--- src/rtl/seq_detect_param.sv ---
// -----------------------------------------------------------------------------
// seq_detect_param
//
// Serial bit-pattern detector with a registered (Moore-style) match flag.
// Bits arrive MSB-first on x, qualified by en. A history shift register plus
// a fill counter decide when the most recent SEQ_LEN accepted bits equal the
// pattern register. Each match pulses z for one cycle and bumps a saturating
// match counter. The pattern can be reloaded at run time through pat_load.
//
// Parameters
//   SEQ_LEN  pattern length in bits (2..32)
//   PATTERN  pattern loaded on reset, MSB is the first bit received
//   OVERLAP  1: the tail of a match may begin the next one
//            0: a match consumes all of its bits
//   CNT_W    width of the saturating match counter
//
// Ports
//   clk          rising-edge clock
//   rst          synchronous reset, active high, overrides everything
//   en           bit-valid qualifier for x
//   x            serial data bit
//   pat_load     load strobe, pattern takes pat_in and progress is discarded
//   pat_in       new pattern, MSB-first
//   z            registered match flag, one cycle per match
//   match_count  matches since reset, saturates at all-ones
//   pattern      current pattern register
// -----------------------------------------------------------------------------
module seq_detect_param #(
    parameter int                 SEQ_LEN = 4,
    parameter logic [SEQ_LEN-1:0] PATTERN = 4'b1011,
    parameter bit                 OVERLAP = 1'b0,
    parameter int                 CNT_W   = 8
) (
    input  logic               clk,
    input  logic               rst,
    input  logic               en,
    input  logic               x,
    input  logic               pat_load,
    input  logic [SEQ_LEN-1:0] pat_in,
    output logic               z,
    output logic [CNT_W-1:0]   match_count,
    output logic [SEQ_LEN-1:0] pattern
);

    localparam int FILL_W = $clog2(SEQ_LEN + 1);
    localparam logic [FILL_W-1:0] FILL_MAX  = FILL_W'(SEQ_LEN);
    localparam logic [FILL_W-1:0] FILL_LAST = FILL_W'(SEQ_LEN - 1);

    logic [SEQ_LEN-1:0] pattern_reg, pattern_next;
    logic [SEQ_LEN-1:0] hist_reg,    hist_next;
    logic [FILL_W-1:0]  fill_reg,    fill_next;
    logic               z_reg,       z_next;
    logic [CNT_W-1:0]   count_reg,   count_next;

    logic [SEQ_LEN-1:0] shifted;
    logic               hit;

    // History as it would look once the current bit is shifted in.
    assign shifted = {hist_reg[SEQ_LEN-2:0], x};

    // A match needs the window to equal the pattern and the window to be
    // made entirely of bits accepted since the last clear (fill+1 >= SEQ_LEN).
    assign hit = (shifted == pattern_reg) && (fill_reg >= FILL_LAST);

    always_comb begin
        pattern_next = pattern_reg;
        hist_next    = hist_reg;
        fill_next    = fill_reg;
        z_next       = 1'b0;
        count_next   = count_reg;

        if (pat_load) begin
            // Reload discards all progress; x is ignored on this edge.
            pattern_next = pat_in;
            hist_next    = '0;
            fill_next    = '0;
        end else if (en) begin
            hist_next = shifted;
            if (hit) begin
                z_next = 1'b1;
                if (!(&count_reg)) begin
                    count_next = count_reg + 1'b1;
                end
                // Overlapping mode keeps the window valid so its tail can be
                // reused; non-overlapping mode starts over from scratch.
                fill_next = OVERLAP ? FILL_MAX : '0;
            end else if (fill_reg != FILL_MAX) begin
                fill_next = fill_reg + 1'b1;
            end
        end
    end

    always_ff @(posedge clk) begin
        if (rst) begin
            pattern_reg <= PATTERN;
            hist_reg    <= '0;
            fill_reg    <= '0;
            z_reg       <= 1'b0;
            count_reg   <= '0;
        end else begin
            pattern_reg <= pattern_next;
            hist_reg    <= hist_next;
            fill_reg    <= fill_next;
            z_reg       <= z_next;
            count_reg   <= count_next;
        end
    end

    assign z           = z_reg;
    assign match_count = count_reg;
    assign pattern     = pattern_reg;

endmodule

--- config.mk ---
export PLATFORM = sky130hd
export DESIGN_NAME = seq_detect_param
export DESIGN_NICKNAME = d
export VERILOG_FILES = /design/src/rtl/seq_detect_param.sv
export SDC_FILE = /design/constraint.sdc
export NUM_CORES = 1
export LEC_CHECK = 0
export BUFFER_PORTS_ARGS = -buffer_cell sky130_fd_sc_hd__buf_4
export CAP_MARGIN = 20
export CELL_PAD_IN_SITES_DETAIL_PLACEMENT = 1
export CELL_PAD_IN_SITES_GLOBAL_PLACEMENT = 2
export CORE_ASPECT_RATIO = 0.8
export CORE_MARGIN = 5
export CORE_UTILIZATION = 33
export DETAILED_ROUTE_END_ITERATION = 10
export PLACE_DENSITY_LB_ADDON = 0.1
export SYNTH_ARGS = -nofsm -noshare
export SYNTH_HDL_FRONTEND = slang
export SYNTH_SLANG_ARGS = --single-unit
--- constraint.sdc ---
create_clock -name clk -period 5.2 [get_ports clk]
set_input_delay 0.26 -clock clk [delete_from_list [all_inputs] [get_ports clk]]
set_output_delay 0.26 -clock clk [all_outputs]
set_load 0.02 [all_outputs]
* Word level (Yosys, flattened, before mapping)
Index checks and enable logic that the tools add are counted.
** Word-level totals
- Register bits :: 19
- Bits in latches :: 0
- RAM bits :: 0
- ROM bits :: 0
- Input bits :: 9
- Output and inout port bits :: 13
- Word-level logic and storage cells :: 23
- Memories kept :: 0
** Operators by class
- $add $sub $neg :: 2
- Multipliers :: 0
- Div/mod/pow operators :: 0
- $lt $le $gt $ge :: 1
- Equal/unequal tests :: 2
- Shift operators :: 0
- Multiplexer cells :: 3
- Bitwise logic cells :: 3
- Reduce and logical (&&, ||, !) cells :: 7
** Operators with widths (number)
- 8-bit by 1-bit adder with 8-bit output, second input constant :: 1
- 8-bit AND reduction :: 1
- 3-bit two-way mux :: 2
- 4-bit equality test :: 1
- 4-bit AND reduction :: 1
- 3-bit by 1-bit adder with 3-bit output, second input constant :: 1
- 3-bit by 2-bit >= comparator with 1-bit output, second input constant :: 1
- 3-bit != test, second input constant :: 1
- 1-bit inverter :: 3
- 3-bit OR reduction :: 1
- 2-bit AND reduction :: 1
- 2-bit nonzero test :: 1
- 2-bit OR reduction :: 1
- 1-bit logical AND :: 1
- 1-bit two-way mux :: 1

* Logic depth before layout (Yosys ltp)
Gate-level depths: netlist (run 1).
- Word-level depth :: 4
- Mapped depth :: 7
- Mapped depth without buffers :: 6

* Least setup slack after synthesis (run 1)
OpenSTA, ideal clock, no wires.
- Path kind :: register to register
- From :: reg count_reg[0], in the netlist match_count[0]
- To :: reg count_reg[5], in the netlist match_count[5]
- Setup time :: 0.123 ns
- Arrival :: 1.945 ns
- Data required time :: 5.077 ns
- Path slack :: 3.132 ns
- Stages on the path, launching flop included :: 7
- Buffers on the path :: 1
- Clock period less this slack :: 2.068 ns
- Path through :: dfxtp_1 -> ha_1 -> and3_4 -> a2111o_1 -> buf_6 -> nor4_4 -> mux2_1
** On the way
- Longest elaborated chain between the ends :: 3
- Elaborated cells on any way between the ends :: 4
- Those cells by class :: add/sub (1); bitwise (1); reduce/logical (2)
** RTL lines
- start: declaration :: line 53 : logic [CNT_W-1:0] count_reg, count_next;
- start signal: assignment :: line 105 : count_reg <= count_next;
- branches (longest 3 deep; another with 8-bit by 1-bit adder with 8-bit output)
Parallel ways; which one is timed is not known.
A chain may end at the register's enable or synchronous reset.

* Worst setup path after layout (run 1)
- From :: reg fill_reg[1]
- To :: reg count_reg[7], in the netlist match_count[7]
** On the way
- Longest elaborated chain between the ends :: 3
** RTL lines
- start: declaration :: line 51 : logic [FILL_W-1:0] fill_reg, fill_next;
- start signal: assignment :: line 103 : fill_reg <= fill_next;
- 3-bit by 2-bit >= comparator with 1-bit output :: line 63 : assign hit = (shifted == pattern_reg) && (fill_reg >= FILL_LAST);
- 1-bit logical AND :: line 63
- 4-bit AND reduction (no source line)
No other way between the ends.

==> results of run 1 <==
-- power breakdown --
| part | switching [mW] | leakage, nW | internal, mW |
|---|---|---|---|
| Clock | 0.0502 | 0.0228 | 0.0545 |
| Sequential | 0.00268 | 0.154 | 0.148 |
| Combinational | 0.0143 | 0.293 | 0.0128 |
-- final timing paths --
path                                     start        endpoint  slack, ns  cells after the start
worst min-delay path                 pat_in[0]      pattern[0]       0.20                      2
worst max-delay path               fill_reg[1]  match_count[7]       2.94                      6
worst min register to register  match_count[4]  match_count[4]       0.52                      2
worst max register to register     fill_reg[1]  match_count[7]       2.94                      6
-- per-stage QoR --
step	utilization [%]	setup WS (ns)	power, mW
floorplan	-	3.13	0.171
global placement	40.9	2.98	0.182
detailed placement	40.9	2.96	0.182
CTS	42.5	2.96	0.288
global route	42.5	2.79	0.295
finish	42.5	2.94	0.283
-- cell usage after synthesis --
cell	n	share of area [%]
nand4_1	2	1.3
ha_1	4	5.1
clkbuf_1	3	1.1
nand3_1	4	2.0
or4_1	4	3.1
a2111o_1	1	1.1
mux2_1	2	2.3
a31oi_1	2	1.3
and3_4	1	1.1
inv_1	6	2.3
xnor2_1	4	3.6
a211o_1	3	2.7
o21ai_0	3	1.5
mux2i_1	4	4.1
a211oi_1	1	0.76
dfxtp_1	19	39
or3_1	2	1.3
a221oi_1	1	0.89
o2111ai_1	1	0.89
buf_6	1	1.1
nor4_1	1	0.64
nor2b_1	5	3.2
a21oi_1	6	3.1
nor4_4	2	4.3
and4_1	1	0.89
nor2_1	8	3.1
nand2_1	6	2.3
buf_4	1	0.76
o31ai_1	4	3.1
o211ai_1	1	0.76
or2_2	1	0.64
buf_2	2	1.0
-- critical path: cells and delay by family (launching register included) --
kind / cells / cell delay, ns
flops: 1 / 0.35
fa+ha+maj: 2 / 0.36
mux: 1 / 0.34
simple gates: 1 / 0.08
compound gates: 2 / 1.02
-- cells by family (layout without fill, tap and decap cells) --
| family | after synthesis | after routing |
|---|---|---|
| flip-flops | 19 | 19 |
| buffers and inverters | 13 | 31 |
| AND/OR/NAND/NOR | 37 | 37 |
| multiplexers | 6 | 6 |
| adder cells (fa/ha/maj) | 4 | 4 |
| XOR/XNOR | 4 | 4 |
| AO/OA/AOI/OAI | 23 | 23 |
-- per-layer routing --
| layer | part of all wire, % | vias up | GRT usage (%) |
|---|---|---|---|
| met5 | 0 | - | 0 |
| met4 | 0.22 | 0 | 1.61 |
| met3 | 4.0 | 2 | 4.27 |
| met2 | 48 | 14 | 19.0 |
| met1 | 48 | 413 | 14.2 |
| li1 | - | 421 | - |
-- layout make-up --
type / instances / area (um2) / area share (%)
clock buffer: 4 / 45.0 / 3.78
tap: 38 / 47.5 / 3.99
timing repair buffer: 21 / 158 / 13.2
inverter: 6 / 22.5 / 1.89
sequential: 19 / 380 / 31.9
multi-input combinational: 74 / 539 / 45.2
==> results by group, run 1 <==
Status
  • Status: finished, final reports clean

STA
  • Layout Skew: 0.00547 ns
  • Minimum clock period: 2.26 ns
  • Max Clock Freq: 0.442 GHz
  • RSZ-0062 raised after global routing: false
  • Final Setup Violations: 0
  • WHS: 0.204 ns
  • Slew margin rel.: 42.3%
  • Max Slew Vio Count: 0
  • TNS Setup: 0 ns
  • Hold Violations, Final: 0
  • Final period util: 43.5%
  • Slew @ Worst Pin: 0.864 ns

Synth
  • Net Count, Synth: 119
  • Cell Area, Synth: 982 um2
  • Adder-cell share of the synthesized area: 5.10%
  • Syn avg cell area: 9.27 um2
  • Largest family of logic cells by synthesized area: simple AND/OR/NAND/NOR gates
  • Post-synthesis xor/xnor area fraction: 3.57%
  • Sequential share of the synthesized area: 38.7%
  • Synth warn: 0
  • Cell variety after synth: 32
  • Synth Area in Compound Gates: 16.1%
  • Simple-gate area share of the yosys netlist: 23.8%
  • Synthesis-stage register bit count: 19
  • Synth Instances: 106
  • Multiplexer share of the synthesized area: 6.37%

Finish
  • Most frequent cells in the layout: buf_4, dfxtp_1, nor2_1
  • Post-route insts no fill: 162
  • Antenna Cells: 0
  • Fill cell count: 341
  • Most common cell after layout, fill and taps aside: buf_4
  • Max FFs per register: 8
  • Final net count: 138
  • Final Cell Area: 0.00119 mm2
  • Layout cell share with drive strength beyond 1: 22.6%
  • Synth-to-layout area growth: 21.4%

Clock network
  • H-tree depth: 1
  • Clk sink count: 19
  • Worst skew pair latency: 0.26 ns
  • CTS tree: done
  • Hold buffers post-CTS: 0
  • Total CTS buffers: 3
  • Clk buf depth: 2
  • Post-CTS Setup Repair Bufs: 0
  • PostCTS Resize Cnt: 0
  • CTS root buf: clkbuf_8
  • Clk slew on worst S/H paths: 0.07 ns

Critical path
  • CP Cell Sequence: ha_1 > ha_1 > a211oi_1 > a2111o_1 > nor4_4 > mux2_1
  • Worst path slowest cell: a211oi_1
  • WS Path Type: reg -> reg
  • CP startpoint kind: flip-flop
  • Crit. End Element: flip-flop
  • Worst path max stage delay: 0.53 ns
  • Max FO, Critical Path: 14
  • Worst Path Required: 5.35 ns
  • Worst endpoint data arrival time: 2.41 ns
  • Most used cell along the critical path: ha_1

Floorplan
  • I/O pin count: 22
  • # rows: 17
  • DIE AREA: 0.00417 mm2
  • Starting Density: 35.0%
  • Area of the core: 0.00281 mm2
  • Die Y-Extent: 58.8 um
  • Die width: 71.0 um

Routing
  • Residual DRC: 0
  • Via density: 5.25
  • Drt total wl: 2270 um
  • WL per Instance: 14.0 um
  • Vias: 850
  • Iter 0 DRT Violations: 45
  • DRT Pass-1 Iters: 4
  • Final ANT Viol Nets: 0

Placed design
  • Final GP Congestion: 0.848
  • Area of placed instances: 0.00115 mm2
  • Port-buffer cells: 21
  • DP Wirelength: 1700 um
  • Dpl cells: 158

Global route
  • Vias in the first global route: 810
  • Largest net degree at the start of global routing: 21
  • Initial antenna violation count: 0
  • Total gr overflow: 0
  • Gr usage total: 11.3%
  • First-pass GRT wire length: 3730 um

Pwr
  • VDD IR max: 0.000153 V
  • Pwr dens: 237 mW/mm2
  • Lkg Pwr: 0.470 nW

Flow run
  • Max-Cap Viols: 0

Worst hold path
  • HP Class: in -> reg
No activity file was read; power rests on OpenSTA's default activity.
==> inputs of run 2 (changes only) <==
- CORE_UTILIZATION: 33 -> 31
- clock period: 5.2 -> 2.3 ns (I/O delays scaled with it)
==> results by group, run 2 (synthesis gave the netlist of run 1 again) <==
Finish
  • Most frequent cells in the layout: buf_4, dfxtp_1, nor2_1 (unchanged)
  • Final net count: 140 (was 138)
  • Most common cell after layout, fill and taps aside: buf_4 (unchanged)
  • Max FFs per register: 8 (unchanged)
  • Antenna Cells: 0 (unchanged)
  • Synth-to-layout area growth: 23.4% (was 21.4%)
  • Layout cell share with drive strength beyond 1: 25.4% (was 22.6%)

Critical path
  • Crit. End Element: flip-flop (unchanged)
  • Worst endpoint data arrival time: 2.33 ns (was 2.41 ns)
  • Worst Path Required: 2.49 ns (was 5.35 ns)
  • WS Path Type: reg -> reg (unchanged)
  • Depth of the worst register-to-register path: 5 (was 6)
  • CP startpoint kind: flip-flop (unchanged)
  • Max FO, Critical Path: 14 (unchanged)

Routing
  • Residual DRC: 0 (unchanged)
  • Final ANT Viol Nets: 0 (unchanged)
  • Drt total wl: 2360 um (was 2270 um)
  • Vias: 843 (was 850)
  • Via density: 5.08 (was 5.25)
  • Iter 0 DRT Violations: 45 (unchanged)
  • DRT Pass-1 Iters: 4 (unchanged)
  • WL per Instance: 14.2 um (was 14.0 um)

Clock network
  • Clk slew on worst S/H paths: 0.07 ns (about the same)
  • Clk buf depth: 2 (unchanged)
  • H-tree depth: 1 (unchanged)
  • CTS tree: done (unchanged)
  • Total CTS buffers: 3 (unchanged)
  • Worst skew pair latency: 0.25 ns (was 0.26 ns)
  • Clk sink count: 19 (unchanged)
  • Post-CTS Setup Repair Bufs: 0 (unchanged)
  • PostCTS Resize Cnt: 0 (unchanged)
  • Hold buffers post-CTS: 0 (unchanged)
  • CTS root buf: clkbuf_8 (unchanged)

STA
  • Minimum clock period: 2.14 ns (was 2.26 ns)
  • Slew margin rel.: 76.9% (was 42.3%)
  • Layout Skew: 0.00263 ns (was 0.00547 ns)
  • Final period util: 93.0% (was 43.5%)
  • Slew @ Worst Pin: 0.345 ns (was 0.864 ns)
  • WHS: 0.0639 ns (was 0.204 ns)
  • RSZ-0062 raised after global routing: false (unchanged)
  • Final Setup Violations: 0 (unchanged)
  • Max Clock Freq: 0.468 GHz (was 0.442 GHz)
  • TNS Setup: 0 ns (unchanged)
  • Max Slew Vio Count: 0 (unchanged)
  • Hold Violations, Final: 0 (unchanged)

Floorplan
  • # rows: 18 (was 17)
  • Starting Density: 32.1% (was 35.0%)
  • I/O pin count: 22 (unchanged)
  • Die width: 72.9 um (was 71.0 um)
  • Die Y-Extent: 60.3 um (was 58.8 um)
  • Area of the core: 0.00306 mm2 (was 0.00281 mm2)
  • DIE AREA: 0.00440 mm2 (was 0.00417 mm2)

Pwr
  • Lkg Pwr: 0.482 nW (was 0.470 nW)
  • VDD IR max: 0.000275 V (was 0.000153 V)
  • Pwr dens: 527 mW/mm2 (was 237 mW/mm2)
  • Sw Ratio: 24.0% (was 23.7%)
  • Comb pwr share: 9.7% (was 9.6%)
  • P_int: 0.486 mW (was 0.216 mW)
  • Clock power share: 36.8% (was 37.0%)
  • Sw power: 0.153 mW (was 0.0671 mW)
  • Sequential Power Share: 53.5% (was 53.4%)

Global route
  • Gr usage total: 12.5% (was 11.3%)
  • Largest net degree at the start of global routing: 21 (unchanged)
  • Initial antenna violation count: 0 (unchanged)
  • Total gr overflow: 0 (unchanged)
  • First-pass GRT wire length: 4200 um (was 3730 um)
  • Vias in the first global route: 870 (was 810)

Worst hold path
  • HP Class: in -> reg (unchanged)
  • Min-Delay Path Depth: 2 (unchanged)

Status
  • Status: finished, final reports clean (unchanged)

Placed design
  • DP Wirelength: 1760 um (was 1700 um)
  • Final GP Congestion: 0.716 (was 0.848)
  • Port-buffer cells: 21 (unchanged)

Flow run
  • Max-Cap Viols: 0 (unchanged)
run 2: changes by cell type in the layout (fill, tap and decap cells not counted):
cell | before | now
clkinv_2 | 0 | 1
a2111o_2 | 0 | 1
clkbuf_1 | 1 | 0
buf_4 | 21 | 23
a2111o_1 | 1 | 0
run 2: per-stage QoR:
stage	cells	setup slack [ns]	power, mW	util (%)	area (um2)
2_1_floorplan	106	0.232	0.387	-	982
4_1_cts	166	0.107	0.656	39.5	1210
3_5_place_dp	162	0.147	0.413	38.0	1160
5_1_grt	166	0.0523	0.675	39.6	1210
6_report	166	0.161	0.639	39.6	1210
3_3_place_gp	162	0.183	0.411	38.0	1160
run 2: worst max-delay path, stage by stage (launching register included):
cell and delay, ns:
dfxtp_1 0.36, ha_1 0.26, and3_4 0.19, a2111o_2 0.61, or4_1 0.50, a21oi_1 0.15
run 2: area by class of cell:
type,count,area [um2]
clock buffer,3,41.3
clock inverter,1,5.00
fill,370,1850
inverter,6,22.5
multi-input combinational,74,541
sequential,19,380
tap,40,50.0
timing repair buffer,23,173
run 2: path summary, 6_finish.rpt:
check	from	endpoint	slack [ns]
max	match_count[0]	match_count[3]	0.16
max reg2reg	match_count[0]	match_count[3]	0.16
min	pat_in[1]	pattern[1]	0.06
min reg2reg	match_count[4]	match_count[4]	0.52
run 2: power by group through the flow:
stage                     logic, mW  clock network (mW)  registers (mW)
after floorplan              0.0327                   0           0.354
after global placement       0.0616                   0           0.349
after detailed placement     0.0625                   0           0.350
after CTS                    0.0628               0.251           0.342
after global routing         0.0681               0.263           0.343
final                        0.0617               0.235           0.342
run 2: layer usage:
metal	wire length, um	track usage [%]
met1	1150	16.0
met4	26	3.95
met5	0	0
met2	1070	20.1
met3	114	4.14
==> inputs of run 3 (changes only) <==
- ABC_AREA: default -> 1
- CORE_UTILIZATION: 31 -> 28
==> results by group, run 3 <==
Floorplan
  • DIE AREA: 0.00526 mm2 (was 0.00440 mm2)
  • Starting Density: 28.9% (was 32.1%)
  • # rows: 20 (was 18)
  • Area of the core: 0.00378 mm2 (was 0.00306 mm2)
  • I/O pin count: 22 (unchanged)
  • Die width: 79.8 um (was 72.9 um)
  • Die Y-Extent: 65.9 um (was 60.3 um)

Critical path
  • CP Cell Sequence: ha_1 > ha_1 > nor2_1 > nand2_2 > nand2_1 > inv_1 > nand3_1 > nor2_2 > nand3_1 > nand2_1 > nor2_1 (was ha_1 > and3_4 > a2111o_2 > or4_1 > a21oi_1)
  • Max FO, Critical Path: 6 (was 14)
  • CP startpoint kind: flip-flop (unchanged)
  • Reg-to-Reg End: match_count[0] (was match_count[3])
  • Worst path max stage delay: 0.39 ns (was 0.61 ns)
  • Depth of the worst register-to-register path: 11 (was 5)
  • Worst Path Required: 2.46 ns (was 2.49 ns)
  • Register-to-Register Setup Slack: 0.65 ns (was 0.16 ns)
  • Worst endpoint data arrival time: 1.82 ns (was 2.33 ns)
  • Worst path slowest cell: dfxtp_1 (was a2111o_2)
  • WS Path Type: reg -> reg (unchanged)
  • RR Startpoint: fill_reg[1] (was match_count[0])
  • Crit. End Element: flip-flop (unchanged)

Pwr
  • VDD IR max: 0.000179 V (was 0.000275 V)
  • Clock power share: 36.5% (was 36.8%)
  • Comb pwr share: 11.8% (was 9.7%)
  • Sequential Power Share: 51.7% (was 53.5%)
  • Sw power: 0.178 mW (was 0.153 mW)
  • Sw Ratio: 26.8% (was 24.0%)
  • P_int: 0.486 mW (about the same)
  • Lkg Pwr: 0.685 nW (was 0.482 nW)
  • Pwr dens: 487 mW/mm2 (was 527 mW/mm2)
  • Pwr Total: 0.664 mW (was 0.639 mW)

Routing
  • Residual DRC: 0 (unchanged)
  • WL per Instance: 11.7 um (was 14.2 um)
  • Via density: 4.33 (was 5.08)
  • Drt total wl: 2860 um (was 2360 um)
  • Iter 0 DRT Violations: 36 (was 45)
  • DRT Pass-1 Iters: 3 (was 4)
  • Final ANT Viol Nets: 0 (unchanged)
  • Vias: 1057 (was 843)

Finish
  • Antenna Cells: 0 (unchanged)
  • Fill cell count: 501 (was 370)
  • Max FFs per register: 8 (unchanged)
  • Core Util, Final: 36.0% (was 39.6%)
  • Most frequent cells in the layout: nand2_1, inv_1, buf_4, nor2_1, dfxtp_1 (was buf_4, dfxtp_1, nor2_1)
  • Final Cell Area: 0.00136 mm2 (was 0.00121 mm2)
  • Final net count: 203 (was 140)
  • Most common cell after layout, fill and taps aside: nand2_1 (was buf_4)
  • Area of the multi-input gates: 577 um2 (was 541 um2)
  • Layout cell share with drive strength beyond 1: 21.2% (was 25.4%)
  • Synth-to-layout area growth: 24.6% (was 23.4%)
  • Sequential Area: 380 um2 (unchanged)

Clock network
  • Clk slew on worst S/H paths: 0.08 ns (was 0.07 ns)
  • Post-CTS Setup Repair Bufs: 0 (unchanged)
  • Total CTS buffers: 3 (unchanged)
  • Worst skew pair latency: 0.26 ns (was 0.25 ns)
  • PostCTS Resize Cnt: 0 (unchanged)
  • CTS tree: done (unchanged)
  • H-tree depth: 1 (unchanged)
  • CTS root buf: clkbuf_8 (unchanged)
  • Hold buffers post-CTS: 0 (unchanged)
  • Clk buf depth: 2 (unchanged)
  • Clk sink count: 19 (unchanged)

STA
  • Final period util: 71.8% (was 93.0%)
  • Minimum clock period: 1.65 ns (was 2.14 ns)
  • RSZ-0062 raised after global routing: false (unchanged)
  • Slew margin rel.: 77.5% (was 76.9%)
  • Layout Skew: 0.00282 ns (was 0.00263 ns)
  • Slew @ Worst Pin: 0.336 ns (was 0.345 ns)
  • Hold Violations, Final: 0 (unchanged)
  • Max Clock Freq: 0.606 GHz (was 0.468 GHz)
  • Final Setup Violations: 0 (unchanged)
  • TNS Setup: 0 ns (unchanged)
  • Max Slew Vio Count: 0 (unchanged)

Synth
  • Cell variety after synth: 20 (was 32)
  • Synth cell count leaders: nand2_1, inv_1, dfxtp_1, nor2_1, nand3_1 (was dfxtp_1, nor2_1, a21oi_1, inv_1, nand2_1)
  • Cell Area, Synth: 0.00109 mm2 (was 982 um2)
  • Post-synth EDFFs: 0 (unchanged)
  • Synthesis-stage register bit count: 19 (unchanged)
  • Top_reg_cell synth: dfxtp_1 (unchanged)
  • Synth Instances: 165 (was 106)
  • Synth warn: 0 (unchanged)
  • Sequential share of the synthesized area: 34.8% (was 38.7%)
  • Area fraction of the dominant cell type after synthesis: 34.8% (was 38.7%)
  • Net Count, Synth: 178 (was 119)
  • Post-synth top area cell: dfxtp_1 (unchanged)
  • Most frequent cell after synthesis: nand2_1 (was dfxtp_1)
  • Syn avg cell area: 6.62 um2 (was 9.27 um2)
  • Synth top area cells: dfxtp_1, nand2_1, inv_1, nor2_1, nand3_1 (was dfxtp_1, ha_1, nor4_4, mux2i_1, xnor2_1)
  • Asr flop ratio synth: 0% (unchanged)

Worst hold path
  • HP Class: in -> reg (unchanged)
  • Min-Delay Path Depth: 3 (was 2)
  • Hold Path Origin: pat_in[3] (was pat_in[1])
  • Worst Hold End: pattern[3] (was pattern[1])

Global route
  • Initial antenna violation count: 0 (unchanged)
  • Global routing usage on met2: 19.0% (was 20.1%)
  • Gr usage total: 12.1% (was 12.5%)
  • GRT met1 Usage: 16.0% (about the same)
  • Largest net degree at the start of global routing: 12 (was 21)
  • Vias in the first global route: 1067 (was 870)
  • Total gr overflow: 0 (unchanged)
  • First-pass GRT wire length: 4890 um (was 4200 um)
  • GR peak layer: met2 (unchanged)
  • GR Layer Usage met3: 3.68% (was 4.14%)

Status
  • Status: finished, final reports clean (unchanged)

Placed design
  • Area of placed instances: 0.00132 mm2 (was 0.00116 mm2)
  • Port-buffer cells: 21 (unchanged)
  • DP Wirelength: 2280 um (was 1760 um)
  • Final GP Congestion: 0.744 (was 0.716)

Flow run
  • Max-Cap Viols: 0 (unchanged)
[run 3: changes by cell type after synthesis, sizes merged, moves of 12 or more]
cell   before  now
nor2        8   23
nand3       4   16
inv         6   35
nand2       6   43
[run 3: per-stage QoR]
| step | hold WS [ns] | worst slack, ns | cells |
|---|---|---|---|
| after floorplan | 0.208 | 0.839 | 165 |
| after global placement | 0.328 | 0.754 | 240 |
| after detailed placement | 0.335 | 0.673 | 240 |
| after CTS | 0.0586 | 0.625 | 244 |
| after global routing | 0.0727 | 0.468 | 244 |
| final | 0.0605 | 0.649 | 244 |
[run 3: area by class of cell]
class                   count  share of cell area, %
well taps                  55                   5.06
repair buffers             21                   11.6
clock inverters             1                  0.368
flip-flops and latches     19                   27.9
inverters                  35                   9.65
clock buffers               3                   3.03
multi-input cells         110                   42.4
[run 3: cells by family (layout without fill, tap and decap cells)]
logic type,after synthesis,after routing,share of synthesized area (%)
AOI/OAI and AO/OA,19,19,9.05
xor gates and xnor gates,3,3,2.41
adders and majority gates,4,4,4.58
buffers and inverters,36,60,12.4
DFF,19,19,34.8
and+or+nand+nor,84,84,36.8
[run 3: how the worst max path moves through the flow]
stage,from,to,slack [ns],cells after the start
after floorplan,match_count[0],match_count[0],0.84,10
after global placement,fill_reg[1],match_count[0],0.75,11
after detailed placement,fill_reg[1],match_count[0],0.67,11
after CTS,fill_reg[1],match_count[0],0.63,11
after global routing,fill_reg[1],match_count[0],0.47,11
final,fill_reg[1],match_count[0],0.65,11
[run 3: layer usage]
| metal | wire length [um] | share of wire (%) |
|---|---|---|
| met4 | 35 | 1.2 |
| met5 | 0 | 0 |
| met2 | 1210 | 42 |
| met3 | 143 | 5.0 |
| met1 | 1460 | 51 |
[run 3: power by group through the flow]
stage,clock [mW],sequential (mW),combinational [mW]
floorplan,0,0.356,0.0396
global placement,0,0.350,0.0776
global route,0.273,0.345,0.0884
finish,0.242,0.343,0.0786
CTS,0.253,0.343,0.0797
detailed placement,0,0.351,0.0792
[run 3: worst max-delay path: cells and delay by family (launching register included)]
kind | cells | cell delay (ns)
DFF | 1 | 0.39
buffers and inverters | 1 | 0.07
and+or+nand+nor | 8 | 0.78
adders and majority gates | 2 | 0.32
